### src/rtl/apuf_xor_eval_ctrl.sv
// k-XOR arbiter-PUF evaluation controller: challenge handshake, trigger sequencing, response XOR.
// Optional APUF_MAJVOTE_EN repeats each evaluation N_VOTE times and majority-votes per chain.
module apuf_xor_eval_ctrl #(
  parameter int unsigned N_STAGE    = 64,
  parameter int unsigned N_CHAIN    = 4,
  parameter int unsigned SETTLE_CYC = 16,
  parameter int unsigned TIMEOUT_W  = 8,
  parameter int unsigned N_VOTE     = 5
) (
  input  logic               clk,
  input  logic               rst,
  input  logic               ch_valid,
  output logic               ch_ready,
  input  logic [N_STAGE-1:0] ch_data,
  output logic [N_STAGE-1:0] chal_out,
  output logic               tig_out,
  input  logic [N_CHAIN-1:0] chain_rdy,
  input  logic [N_CHAIN-1:0] chain_bit,
  output logic               resp_valid,
  input  logic               resp_ready,
  output logic               resp_bit,
  output logic [N_CHAIN-1:0] resp_raw,
  output logic               resp_err
);

  localparam int unsigned SettleW = $clog2(SETTLE_CYC + 1);
  localparam int unsigned CntW    = (TIMEOUT_W > SettleW) ? TIMEOUT_W : SettleW;
  localparam logic [CntW-1:0] SettleLast = CntW'(SETTLE_CYC - 1);
  localparam logic [CntW-1:0] TmoCnt     = CntW'((2 ** TIMEOUT_W) - 1);

  typedef enum logic [2:0] {
    StIdle, StLoad, StFire, StWait, StSample, StRelax, StDone
  } state_e;

  state_e             state_q, state_d;
  logic [CntW-1:0]    cnt_q, cnt_d, cnt_inc;
  logic               quiet_q, quiet_d;
  logic               err_q, err_d;
  logic [N_STAGE-1:0] chal_q, chal_d;
  logic               tig_q, tig_d;
  logic               ch_ready_q, ch_ready_d;
  logic               resp_valid_q, resp_valid_d;
  logic               resp_bit_q, resp_bit_d;
  logic [N_CHAIN-1:0] resp_raw_q, resp_raw_d;
  logic               relax_end, relax_tmo, done_entry;

  // Chains are asynchronous sources: two-flop synchronisers on every line.
  logic [N_CHAIN-1:0] rdy_meta_q, rdy_sync_q, bit_meta_q, bit_sync_q;
  logic               rdy_all, rdy_none;

  always_ff @(posedge clk or posedge rst) begin
    if (rst) begin
      rdy_meta_q <= '0;
      rdy_sync_q <= '0;
      bit_meta_q <= '0;
      bit_sync_q <= '0;
    end else begin
      rdy_meta_q <= chain_rdy;
      rdy_sync_q <= rdy_meta_q;
      bit_meta_q <= chain_bit;
      bit_sync_q <= bit_meta_q;
    end
  end

  assign rdy_all  = &rdy_sync_q;
  assign rdy_none = ~|rdy_sync_q;
  assign cnt_inc  = cnt_q + CntW'(1);

`ifdef APUF_MAJVOTE_EN
  localparam int unsigned VoteW = $clog2(N_VOTE + 1);
  localparam logic [VoteW-1:0] VoteHalf = VoteW'(N_VOTE / 2);
  localparam logic [VoteW-1:0] VoteLast = VoteW'(N_VOTE - 1);

  logic [VoteW-1:0]   ones_q [N_CHAIN];
  logic [VoteW-1:0]   ones_d [N_CHAIN];
  logic [VoteW-1:0]   vote_q, vote_d;
  logic [N_CHAIN-1:0] maj;

  always_comb begin
    for (int i = 0; i < N_CHAIN; i++) begin
      maj[i] = (ones_q[i] > VoteHalf);
    end
  end

  always_ff @(posedge clk or posedge rst) begin
    if (rst) begin
      vote_q <= '0;
      for (int i = 0; i < N_CHAIN; i++) begin
        ones_q[i] <= '0;
      end
    end else begin
      vote_q <= vote_d;
      for (int i = 0; i < N_CHAIN; i++) begin
        ones_q[i] <= ones_d[i];
      end
    end
  end
`endif

  always_comb begin
    state_d      = state_q;
    cnt_d        = cnt_q;
    quiet_d      = quiet_q;
    err_d        = err_q;
    chal_d       = chal_q;
    tig_d        = tig_q;
    ch_ready_d   = ch_ready_q;
    resp_valid_d = resp_valid_q;
    resp_bit_d   = resp_bit_q;
    resp_raw_d   = resp_raw_q;
    relax_end    = 1'b0;
    relax_tmo    = 1'b0;
    done_entry   = 1'b0;
`ifdef APUF_MAJVOTE_EN
    vote_d = vote_q;
    ones_d = ones_q;
`endif
    unique case (state_q)
      StIdle: begin
        if (ch_valid) begin
          chal_d     = ch_data;
          cnt_d      = '0;
          err_d      = 1'b0;
          ch_ready_d = 1'b0;
          state_d    = StLoad;
`ifdef APUF_MAJVOTE_EN
          vote_d = '0;
          for (int i = 0; i < N_CHAIN; i++) begin
            ones_d[i] = '0;
          end
`endif
        end
      end
      StLoad: begin
        if (cnt_q == SettleLast) begin
          state_d = StFire;
          tig_d   = 1'b1;
        end else begin
          cnt_d = cnt_inc;
        end
      end
      StFire: begin
        state_d = StWait;
        cnt_d   = '0;
      end
      StWait: begin
        // All-ready is tested first so a simultaneous timeout is not flagged.
        if (rdy_all) begin
          state_d = StSample;
          tig_d   = 1'b0;
        end else if (cnt_inc == TmoCnt) begin
          err_d   = 1'b1;
          state_d = StSample;
          tig_d   = 1'b0;
        end else begin
          cnt_d = cnt_inc;
        end
      end
      StSample: begin
        state_d = StRelax;
        cnt_d   = '0;
        quiet_d = 1'b0;
`ifdef APUF_MAJVOTE_EN
        for (int i = 0; i < N_CHAIN; i++) begin
          ones_d[i] = ones_q[i] + VoteW'(bit_sync_q[i]);
        end
`else
        resp_raw_d = bit_sync_q;
        resp_bit_d = ^bit_sync_q;
`endif
      end
      StRelax: begin
        if (!quiet_q) begin
          if (rdy_none) begin
            quiet_d = 1'b1;
            cnt_d   = '0;
          end else if (cnt_inc == TmoCnt) begin
            err_d     = 1'b1;
            relax_tmo = 1'b1;
          end else begin
            cnt_d = cnt_inc;
          end
        end else if (cnt_q == SettleLast) begin
          relax_end = 1'b1;
        end else begin
          cnt_d = cnt_inc;
        end
`ifdef APUF_MAJVOTE_EN
        done_entry = relax_tmo || (relax_end && (vote_q == VoteLast));
        if (done_entry) begin
          resp_raw_d = maj;
          resp_bit_d = ^maj;
        end else if (relax_end) begin
          // Challenge is already stable, so the next repetition skips LOAD.
          vote_d  = vote_q + VoteW'(1);
          state_d = StFire;
          tig_d   = 1'b1;
        end
`else
        done_entry = relax_tmo || relax_end;
`endif
        if (done_entry) begin
          state_d      = StDone;
          resp_valid_d = 1'b1;
        end
      end
      StDone: begin
        if (resp_ready) begin
          state_d      = StIdle;
          resp_valid_d = 1'b0;
          ch_ready_d   = 1'b1;
        end
      end
      default: state_d = StIdle;
    endcase
  end

  always_ff @(posedge clk or posedge rst) begin
    if (rst) begin
      state_q      <= StIdle;
      cnt_q        <= '0;
      quiet_q      <= 1'b0;
      err_q        <= 1'b0;
      chal_q       <= '0;
      tig_q        <= 1'b0;
      ch_ready_q   <= 1'b1;
      resp_valid_q <= 1'b0;
      resp_bit_q   <= 1'b0;
      resp_raw_q   <= '0;
    end else begin
      state_q      <= state_d;
      cnt_q        <= cnt_d;
      quiet_q      <= quiet_d;
      err_q        <= err_d;
      chal_q       <= chal_d;
      tig_q        <= tig_d;
      ch_ready_q   <= ch_ready_d;
      resp_valid_q <= resp_valid_d;
      resp_bit_q   <= resp_bit_d;
      resp_raw_q   <= resp_raw_d;
    end
  end

  assign ch_ready   = ch_ready_q;
  assign chal_out   = chal_q;
  assign tig_out    = tig_q;
  assign resp_valid = resp_valid_q;
  assign resp_bit   = resp_bit_q;
  assign resp_raw   = resp_raw_q;
  assign resp_err   = err_q;

endmodule

### config.mk
export PLATFORM = sky130hd
export DESIGN_NAME = apuf_xor_eval_ctrl
export DESIGN_NICKNAME = d
export VERILOG_FILES = /design/src/rtl/apuf_xor_eval_ctrl.sv
export SDC_FILE = /design/constraint.sdc
export NUM_CORES = 1
export LEC_CHECK = 0
export ABC_AREA = 1
export BUFFER_PORTS_ARGS = -buffer_cell sky130_fd_sc_hd__buf_4
export CAP_MARGIN = 10
export CORE_MARGIN = 5
export CORE_UTILIZATION = 49
export CTS_CLUSTER_DIAMETER = 60
export DETAILED_ROUTE_END_ITERATION = 6
export PLACE_DENSITY = 0.84
export SYNTH_ARGS = -nofsm -noshare
export SYNTH_HDL_FRONTEND = slang
export SYNTH_SLANG_ARGS = --single-unit
### constraint.sdc
create_clock -name clk -period 4 [get_ports clk]
set_clock_uncertainty 0.2 [all_clocks]
set_input_delay 0.8 -clock clk [delete_from_list [all_inputs] [get_ports clk]]
set_output_delay 0.8 -clock clk [all_outputs]
set_load 0.02 [all_outputs]
==> flow_summary_export.csv, run 1 <==
group,metric,value,unit
setup_path,critPathArrivalTime,2.36,ns
global_route,grt_pass1_vias,3758,
timing,hold_viol_final,0,
layout,final_common_cell,"nand2_1",
synth,synth_nets,558,
layout,nets,706,
floorplanning,start_util,50.3,%
synth,synth-simple-area-share,29.8,%
cts,cts_max_level,3,
cts,tritoncts,"built",
cts,postCtsResizedCells,0,
cts,cts_inserted_buffers,9,
power,powerDensity,734,nW/um^2
setup_path,critPathMaxStageDelay,0.74,ns
synth,synth_compound_area_share,3.33,%
setup_path,cp_max_fo,65,
routing,vias,3635,
setup_path,critPathCaptureType,"register",
routing,wl_per_cell,14.2,microns
timing,post-route-period-util,56.7,%
routing,ant_nets,0,
routing,avgViaCountPerCell,4.93,
floorplanning,rows,33,
global_route,grt-ovfl-total,0,
synth,ys_seq_area_share,61.2,%
layout,num_antenna_cells,0,
layout,fill_cells,662,
floorplanning,fp.dieW,102,microns
power,vdd_ir_drop_max,0.410,mV
timing,worstMarginPinSlew,1.05,ns
synth,yosys.area.top_type,"dfrtp_1",
global_route,grt_use_total,21.4,%
synth,synth_top_area_share,60.6,%
synth,netlist_instances,480,
synth,synth_cell_type_count,28,
run_status,status,"completed",
placement,dp_hpwl,7640,microns
hold_path,hold_depth,0,
setup_path,critPathKind,"reg2reg",
floorplanning,dieArea,10400,sq um
timing,holdWs,0.158,ns
layout,multi_input_area,1420,sq um
setup_path,worstSetupStartpointType,"register",
setup_path,slowest_stage,"inv_2",
power,p_leak,3.08,nW
setup_path,crit_chain,"inv_1 > nand2_1 > nor2_1 > nand2_2 > inv_2 > nand2_1 > nand2_1",
synth,synth_seq_cells,101,
cts,path_clk_slew,0.10,ns
synth,synth_top_family_by_area,"simple AND/OR/NAND/NOR gates",
global_route,grt_max_degree,89,
cts,ctsLongestPathBuffers,2,
timing,rsz0062_at_grt,"no",
hold_path,hp-class,"reg2reg",
routing,drc,0,
synth,synth_mux_area_share,0,%
floorplanning,core_area,8220,sq um
synth,ys_warn_count,0,
routing,drt_iter0_drc,178,
setup_path,cpMostUsedCell,"nand2_1",
floorplanning,pin_count,149,
timing,slew_violations,0,
placement,port_buffers,148,
timing,tns,0,ns
job,drv_cap,0,
cts,post_cts_buffers,0,
layout,drive_gt1_share,29.7,%
cts,cts-root-buf,"clkbuf_8",
layout,register_area,2530,sq um
synth,synth_area_leaders,"dfrtp_1 (61%), nand2_1 (23%), inv_1 (2.7%)",
cts,hold_buffers,0,
timing,fin_crit,2.27,ns
layout,area_growth,33.9,%
cts,clkLatencyLatePin,0.36,ns
routing,firstDrtPassIters,5,
timing,maxSlewHeadroom,30.0,%
setup_path,r2r_cells,7,
synth,synth_adder_area_share,0.606,%
layout,final_cell_mix,"nand2_1 (250), buf_4 (151), dfrtp_1 (100)",
cts,cts_sinks,101,
global_route,grt_pass1_wl,17400,microns
synth,synth-xor-area-share,0.636,%
floorplanning,dieHeight,102,microns
setup_path,crit_required,4.10,ns
global_route,antenna_found_initial,0,
timing,finalSetupViolations,0,
synth,synth.avg_cell_area,8.60,sq um
timing,fmax,441,MHz
routing,drt-total-wl,10500,microns
synth,synthesis.area,4130,sq um
placement,gp_congestion,0.865,
-- cell usage after synthesis (all sizes together) --
cell type,n
a21oi,9
clkbuf,4
dfrtp,100
and3,1
ha,2
nand3b,1
buf,10
nand4,4
inv,32
nor3,2
nand2,258
or2,1
o21bai,1
nand3,18
o21ai,14
nor2,18
o211ai,1
dfstp,1
xnor2,3
-- per-stage QoR --
| step | utilization [%] | total power, mW | std cells | area [sq um] | setup WS (ns) |
|---|---|---|---|---|---|
| floorplan | - | 2.66 | 480 | 4130 | 0.355 |
| global placement | 65.0 | 3.39 | 722 | 5340 | 1.79 |
| detailed placement | 65.0 | 3.46 | 722 | 5340 | 1.73 |
| CTS | 67.3 | 4.09 | 738 | 5530 | 1.78 |
| global route | 67.3 | 4.36 | 738 | 5530 | 1.57 |
| finish | 67.3 | 4.06 | 738 | 5530 | 1.73 |
-- layer usage --
metal,routed length (microns),part of all wire [%],up-vias,GRT usage (%)
met2,5330,51,154,35.8
met1,3900,37,1698,25.3
met3,1040,9.9,25,9.22
li1,-,-,1758,-
met5,0,0,-,0
met4,191,1.8,0,6.05
-- area by class of cell --
| class | count | area share (%) |
|---|---|---|
| clock buffer | 10 | 2.49 |
| clock inverter | 6 | 0.973 |
| inverter | 32 | 2.22 |
| multi-input combinational | 333 | 25.7 |
| sequential | 101 | 45.7 |
| tap | 105 | 2.38 |
| timing repair buffer | 151 | 20.5 |
-- path summary, 6_finish.rpt --
path | startpoint | endpoint | slack (ns)
hold reg to reg | bit_meta_q[0] | bit_sync_q[0] | 0.16
setup / recovery | state_q[0] | chal_out[8] | 1.73
hold / removal | bit_meta_q[0] | bit_sync_q[0] | 0.16
max in group asynchronous | rst | ch_ready | 2.33
setup reg to reg | state_q[0] | chal_out[8] | 1.73
min in group asynchronous | rst | chal_out[30] | 0.49
-- flip-flops by register name (all words and copies together), names as in the netlist --
signal	cells
ch_ready	1
resp_raw	4
rdy_sync_q	4
resp_err	1
resp_valid	1
quiet_q	1
tig_out	1
chal_out	64
rdy_meta_q	4
cnt_q	8
bit_sync_q	4
bit_meta_q	4
state_q	3
resp_bit	1
-- critical path, delay by kind of cell (launching register included) --
kind                   cells  cell delay (ns)
buffers and inverters      2             0.87
and+or+nand+nor            5             0.63
DFF                        1             0.46
-- cell families after synthesis --
kind of cell / Yosys count
and+or+nand+nor: 303
DFF: 101
buffers and inverters: 46
AOI/OAI and AO/OA: 25
xor gates and xnor gates: 3
adders and majority gates: 2
-- where the power goes --
group          total (mW)  internal (mW)  switching (mW)
Combinational        1.80          0.725            1.07
Sequential           1.63           1.39           0.244
Clock               0.629          0.255           0.374
Total                4.06           2.37            1.69
Note: power is estimated with default switching activity, not from simulation.
==> run 2: changes to the inputs <==
--- a/config.mk
+++ b/config.mk
@@ -5,14 +5,14 @@
 export SDC_FILE = /design/constraint.sdc
 export NUM_CORES = 1
 export LEC_CHECK = 0
-export ABC_AREA = 1
+export ABC_AREA = 0
 export BUFFER_PORTS_ARGS = -buffer_cell sky130_fd_sc_hd__buf_4
 export CAP_MARGIN = 10
 export CORE_MARGIN = 5
-export CORE_UTILIZATION = 49
+export CORE_UTILIZATION = 45
 export CTS_CLUSTER_DIAMETER = 60
 export DETAILED_ROUTE_END_ITERATION = 6
-export PLACE_DENSITY = 0.84
+export PLACE_DENSITY = 0.81
 export SYNTH_ARGS = -nofsm -noshare
 export SYNTH_HDL_FRONTEND = slang
 export SYNTH_SLANG_ARGS = --single-unit
==> constraint.sdc (replaced) <==
create_clock -name clk -period 1.9 [get_ports clk]
set_clock_uncertainty 0.2 [all_clocks]
set_input_delay 0.38 -clock clk [delete_from_list [all_inputs] [get_ports clk]]
set_output_delay 0.38 -clock clk [all_outputs]
set_load 0.02 [all_outputs]
==> run 2 against run 1 <==
Net effect:
- the run now ends with negative setup slack left
- die area rose by 8.3%
- register-to-register slack worse by 1.9 ns
- first-iteration DRC count shrank 37%
- sequential share of layout area is 4.5 points lower
- combinational power grew to 2.7 times the previous value
- critical path depth unchanged
- setup slack got worse by 1.9 ns
- via count down 11%
- highest routed layer unchanged
==> flow_summary_export.csv, run 2 <==
group,metric,value,unit
timing,slew_violations,0,
setup_path,worstSetupStartpointType,"register",
synth,synth_top_area_share,60.4,%
setup_path,critPathArrivalTime,2.13,ns
routing,wl_per_cell,18.2,microns
routing,avgViaCountPerCell,5.24,
synth,synth-xor-area-share,0.846,%
layout,final_common_cell,"buf_4",
hold_path,hp-class,"in2reg",
floorplanning,fp.dieW,106,microns
synth,netlist_instances,310,
layout,area_growth,48.5,%
timing,hold_viol_final,0,
layout,fin_util,67.5,%
timing,maxSlewHeadroom,74.4,%
setup_path,r2r-start,"cnt_q[3]",
layout,num_antenna_cells,0,
cts,cts_sinks,101,
global_route,grt_pass1_vias,3581,
timing,tns,-0.735,ns
layout,stdcell_area,6150,sq um
synth,synthesis.area,4140,sq um
cts,clkLatencyLatePin,0.36,ns
synth,synth_area_leaders,"dfrtp_1 (60%), mux2_2 (18%), a21oi_1 (2.1%)",
floorplanning,start_util,45.5,%
hold_path,hold_depth,2,
hold_path,min_from,"ch_data[54]",
setup_path,critPathKind,"reg2reg",
synth,synth_edf_count,0,
setup_path,cp_max_fo,5,
layout,nets,580,
layout,largest_reg_flops,64,
cts,cts-root-buf,"clkbuf_8",
synth,synth.avg_cell_area,13.4,sq um
synth,synth-simple-area-share,7.70,%
synth,yosys.area.top_type,"dfrtp_1",
cts,cts_inserted_buffers,9,
routing,firstDrtPassIters,4,
placement,dp_hpwl,7840,microns
setup_path,crit-reg2reg-capture,"state_q[1]",
synth,synth_adder_area_share,0.604,%
global_route,grt-ovfl-total,0,
setup_path,crit_required,1.98,ns
timing,rsz0062_at_grt,"yes",
timing,fmax,488,MHz
synth,synth_mux_area_share,19.6,%
timing,fin_crit,2.05,ns
routing,ant_nets,0,
placement,gp_congestion,0.831,
run_status,violations,"negative setup slack",
job,drv_cap,0,
run_status,status,"finished with violations",
floorplanning,core_area,9110,sq um
routing,vias,3237,
timing,worstMarginPinSlew,0.384,ns
global_route,grt_max_degree,51,
cts,cts_max_level,3,
synth,synth_compound_area_share,7.22,%
floorplanning,rows,35,
routing,drc,0,
layout,fill_cells,640,
setup_path,r2r_cells,7,
setup_path,timing.critical_path.from,"cnt_q[3]",
synth,synth_nets,388,
timing,finalSetupViolations,9,
setup_path,reg2reg_slack,-0.15,ns
synth,ys_warn_count,0,
global_route,grt_use_total,19.3,%
setup_path,critPathCaptureType,"register",
power,p_leak,2.84,nW
floorplanning,pin_count,149,
synth,synth_seq_cells,101,
routing,drt_iter0_drc,112,
cts,tritoncts,"built",
layout,final_cell_mix,"buf_4 (178), dfrtp_1 (95), mux2_2 (68)",
synth,synth_most_common_cell,"dfrtp_1",
timing,post-route-period-util,108,%
global_route,antenna_found_initial,0,
layout,drive_gt1_share,61.5,%
timing,worst_slack,-0.149,ns
hold_path,min_to,"chal_out[54]",
synth,ys_seq_area_share,61.1,%
synth,synth_cell_type_count,44,
synth,synth.top_cells.by_count,"dfrtp_1 (100), mux2_2 (68), a21oi_1 (17)",
floorplanning,dieArea,11200,sq um
power,powerDensity,1590,nW/um^2
routing,drt-total-wl,11200,microns
synth,synth_top_family_by_area,"multiplexers",
synth,synth_flop_cell,"dfrtp_1",
placement,port_buffers,148,
synth,synthArstFlopShare,100,%
cts,path_clk_slew,0.11,ns
placement,dpl-instance-area,5600,sq um
cts,ctsLongestPathBuffers,2,
floorplanning,dieHeight,106,microns
global_route,grt_pass1_wl,17300,microns
power,vdd_ir_drop_max,0.933,mV
==> run 2: worst max-delay path, stage by stage (launching register included) <==
cell      delay, ns
dfrtp_1        0.45
nand4_1        0.21
buf_4          0.20
a311oi_2       0.30
buf_4          0.17
a21oi_4        0.07
o221a_2        0.26
o22ai_2        0.11
==> run 2: worst max-delay path by stage <==
| stage | cells past startpoint | to | slack, ns |
|---|---|---|---|
| after detailed placement | 7 | cnt_q[0] | -0.15 |
| after floorplan | 9 | state_q[1] | -0.21 |
| final | 7 | state_q[1] | -0.15 |
| after CTS | 7 | state_q[1] | -0.1 |
| after global routing | 7 | state_q[1] | -0.23 |
| after global placement | 7 | cnt_q[1] | -0.06 |
==> run 2: report_power, final <==
part / internal [mW] / total (mW) / leakage (nW) / switching [mW]
Clock: 0.531 / 1.31 / 0.0922 / 0.775
Combinational: 2.44 / 4.88 / 1.54 / 2.44
Sequential: 3.03 / 3.61 / 1.21 / 0.582
Total: 5.99 / 9.79 / 2.84 / 3.80
==> run 2: layer usage <==
metal,routed length (microns),part of all wire (%),vias up,track usage (%)
li1,-,-,1484,-
met1,4070,36,1603,20.4
met2,5770,51,133,33.4
met3,1230,11,17,8.99
met4,170,1.5,0,7.86
met5,0,0,-,0
==> run 2: stage by stage <==
step	hold WS (ns)	cells	power, mW	worst slack (ns)
after floorplan	0.131	310	6.11	-0.209
after global placement	0.134	583	8.03	-0.0562
after detailed placement	0.135	583	8.20	-0.148
after CTS	0.0285	610	9.63	-0.0970
after global routing	0.0253	618	10.3	-0.231
final	0.0413	618	9.79	-0.149
==> run 2: kinds of logic after synthesis <==
group	count (synthesis)
XOR/XNOR	4
buffers and inverters	24
AND/OR/NAND/NOR	59
adder cells (fa/ha/maj)	2
flip-flops	101
multiplexers	72
AO/OA/AOI/OAI	48
==> run 2: cell type report <==
type / instances / area, sq um / area share [%]
Clock buffer: 11 / 141 / 2.30
Tap cell: 111 / 139 / 2.26
Inverter: 8 / 33.8 / 0.549
Clock inverter: 5 / 41.3 / 0.671
Timing Repair Buffer: 197 / 1610 / 26.2
Sequential cell: 101 / 2530 / 41.2
Multi-Input combinational cell: 185 / 1650 / 26.8
==> run 2: repair_timing <==
item	CTS	global route
hold buffers	9	0
setup endpoints to repair	12	78
setup buffers	2	7
endpoints found under the hold margin	108	0
cloned	0	2
pin swaps	8	12
resized for setup	13	27
==> run 3: changes to the inputs <==
==> config.mk (replaced) <==
export PLATFORM = sky130hd
export DESIGN_NAME = apuf_xor_eval_ctrl
export DESIGN_NICKNAME = d
export VERILOG_FILES = /design/src/rtl/apuf_xor_eval_ctrl.sv
export SDC_FILE = /design/constraint.sdc
export NUM_CORES = 1
export LEC_CHECK = 0
export ABC_AREA = 1
export BUFFER_PORTS_ARGS = -buffer_cell sky130_fd_sc_hd__buf_4
export CAP_MARGIN = 10
export CORE_UTILIZATION = 35
export CTS_CLUSTER_DIAMETER = 60
export DETAILED_ROUTE_END_ITERATION = 6
export PLACE_DENSITY = 0.67
export SYNTH_ARGS = -nofsm -noshare
export SYNTH_HDL_FRONTEND = slang
export SYNTH_SLANG_ARGS = --single-unit
==> run 3 against run 2 <==
Net effect:
- the flow still finishes with violations (negative setup slack)
- global-route usage shrank 2.2 points
- utilization down 15 points
- die area is 9.1% higher
- first-iteration DRC count increased by 44%
- maximum frequency rose by 6.8%
- sequential cell count unchanged
- cell area decreased by 1.5%
- clock power grew 35%
- sequential power down 4%
- power is 4.7% lower
- critical path depth up 4
- critical path type unchanged
==> flow_summary_export.csv, run 3 (synthesis gave the netlist of run 1 again) <==
group,metric,value,unit
run_status,status,"finished with violations",
run_status,violations,"negative setup slack",
global_route,grt_max_degree,51,
power,vdd_ir_drop_max,0.657,mV
timing,worst_slack,-0.0190,ns
global_route,grt_pass1_wl,17000,microns
global_route,grt.busiest_layer,"met2",
timing,fin_crit,1.92,ns
global_route,grt_pass1_vias,3776,
cts,path_clk_slew,0.07,ns
floorplanning,fp.dieW,111,microns
routing,vias,3690,
cts,tritoncts,"built",
setup_path,critPathCaptureType,"register",
setup_path,critPathArrivalTime,1.95,ns
placement,dp_hpwl,7270,microns
timing,tns,-0.0272,ns
timing,rsz0062_at_grt,"yes",
floorplanning,dieHeight,111,microns
setup_path,worstSetupStartpointType,"register",
routing,firstDrtPassIters,4,
cts,clkLatencyLatePin,0.34,ns
setup_path,critPathKind,"reg2reg",
setup_path,cp_max_fo,5,
layout,drive_gt1_share,34.7,%
routing,wl_per_cell,12.6,microns
job,drv_cap,0,
floorplanning,rows,39,
timing,slew_violations,0,
global_route,grt_use_met2,29.4,%
global_route,antenna_found_initial,0,
cts,cts_max_level,3,
timing,worstMarginPinSlew,0.353,ns
layout,num_antenna_cells,0,
power,power,9.34,mW
power,powerDensity,1540,nW/um^2
layout,area_growth,46.7,%
cts,cts_inserted_buffers,9,
routing,ant_nets,0,
setup_path,crit_required,1.93,ns
timing,fmax,521,MHz
timing,holdWs,0.0301,ns
timing,finalSetupViolations,3,
routing,drt_iter0_drc,161,
timing,post-route-period-util,101,%
hold_path,hp-class,"in2reg",
layout,nets,730,
placement,port_buffers,148,
global_route,met1_usage,20.1,%
global_route,grt_use_total,17.1,%
floorplanning,start_util,36.0,%
routing,drc,0,
timing,maxSlewHeadroom,76.4,%
layout,final_cell_mix,"nand2_1 (243), buf_4 (159), dfrtp_1 (95)",
layout,largest_reg_flops,64,
cts,ctsLongestPathBuffers,2,
routing,avgViaCountPerCell,4.61,
floorplanning,core_area,11500,sq um
layout,final_common_cell,"nand2_1",
cts,cts_sinks,101,
routing,drt-total-wl,10100,microns
floorplanning,pin_count,149,
timing,hold_viol_final,0,
power,p_leak,3.26,nW
cts,cts-root-buf,"clkbuf_16",
layout,fill_cells,1046,
global_route,globalRouteMet3Util,4.99,%
floorplanning,dieArea,12200,sq um
global_route,grt-ovfl-total,0,
placement,gp_congestion,0.863,
[run 3: changes by cell type in the layout (fill, tap and decap cells not counted), moves of 7 or more]
cell       change
nand2_2       +10
clkbuf_8       -9
nand2_1      +232
clkbuf_16      +7
mux2_2        -68
nand3_1        +7
inv_1         +21
buf_4         -19
[run 3: final timing paths]
path | from | to | depth (start not counted) | slack (ns)
min in group asynchronous | rst | chal_out[19] | 3 | 0.38
worst min register to register | bit_meta_q[3] | bit_sync_q[3] | 0 | 0.15
worst max register to register | cnt_q[0] | state_q[2] | 11 | -0.02
worst max-delay path | cnt_q[0] | state_q[2] | 11 | -0.02
max in group asynchronous | rst | ch_ready | 4 | 0.52
worst min-delay path | ch_data[20] | chal_out[20] | 3 | 0.03
[run 3: area by class of cell]
class                      count  area [sq um]  share of cell area [%]
tap                          143           179                    2.95
timing repair buffer         175          1400                    23.1
multi-input combinational    333          1530                    25.3
sequential                   101          2530                    41.8
clock inverter                 6          53.8                   0.888
inverter                      32           124                    2.04
clock buffer                  10           239                    3.94
[run 3: per-stage QoR]
stage	cell area [sq um]	setup slack, ns	std cells	utilization (%)
finish	6060	-0.0190	800	52.8
global route	6060	-0.126	800	52.8
CTS	5950	-0.0111	798	51.9
detailed placement	5530	-0.124	772	48.2
global placement	5530	-0.0309	772	48.2
floorplan	4130	0.0717	480	-
[run 3: routing by layer]
metal | up-vias | wire length [microns]
li1 | 1813 | -
met1 | 1733 | 4360
met2 | 126 | 5010
met3 | 18 | 603
met4 | 0 | 123
met5 | - | 0
[run 3: worst max-delay path, cell delays in order (launching register included)]
cell and delay (ns):
dfrtp_2 0.45, ha_4 0.20, nand3_4 0.10, nand2_2 0.06
nand2_2 0.07, nand3_2 0.10, nor2_4 0.14, nand2_4 0.10
o21ai_4 0.21, inv_2 0.05, nor2_2 0.08, nand2_1 0.05
[run 3: report_power, final]
part | total, mW | internal [mW] | switching (mW)
Clock | 1.77 | 0.948 | 0.826
Combinational | 4.10 | 1.75 | 2.36
Sequential | 3.46 | 2.94 | 0.520
Total | 9.34 | 5.63 | 3.70
[run 3: timing repair]
| action | in CTS | in global routing |
|---|---|---|
| setup buffers | 1 | 2 |
| endpoints found under the setup margin | 11 | 14 |
| endpoints found under the hold margin | 20 | 0 |
| gates resized for setup | 6 | 29 |
| gates cloned | 0 | 0 |
| pin swaps | 3 | 12 |
| hold buffers | 9 | 0 |
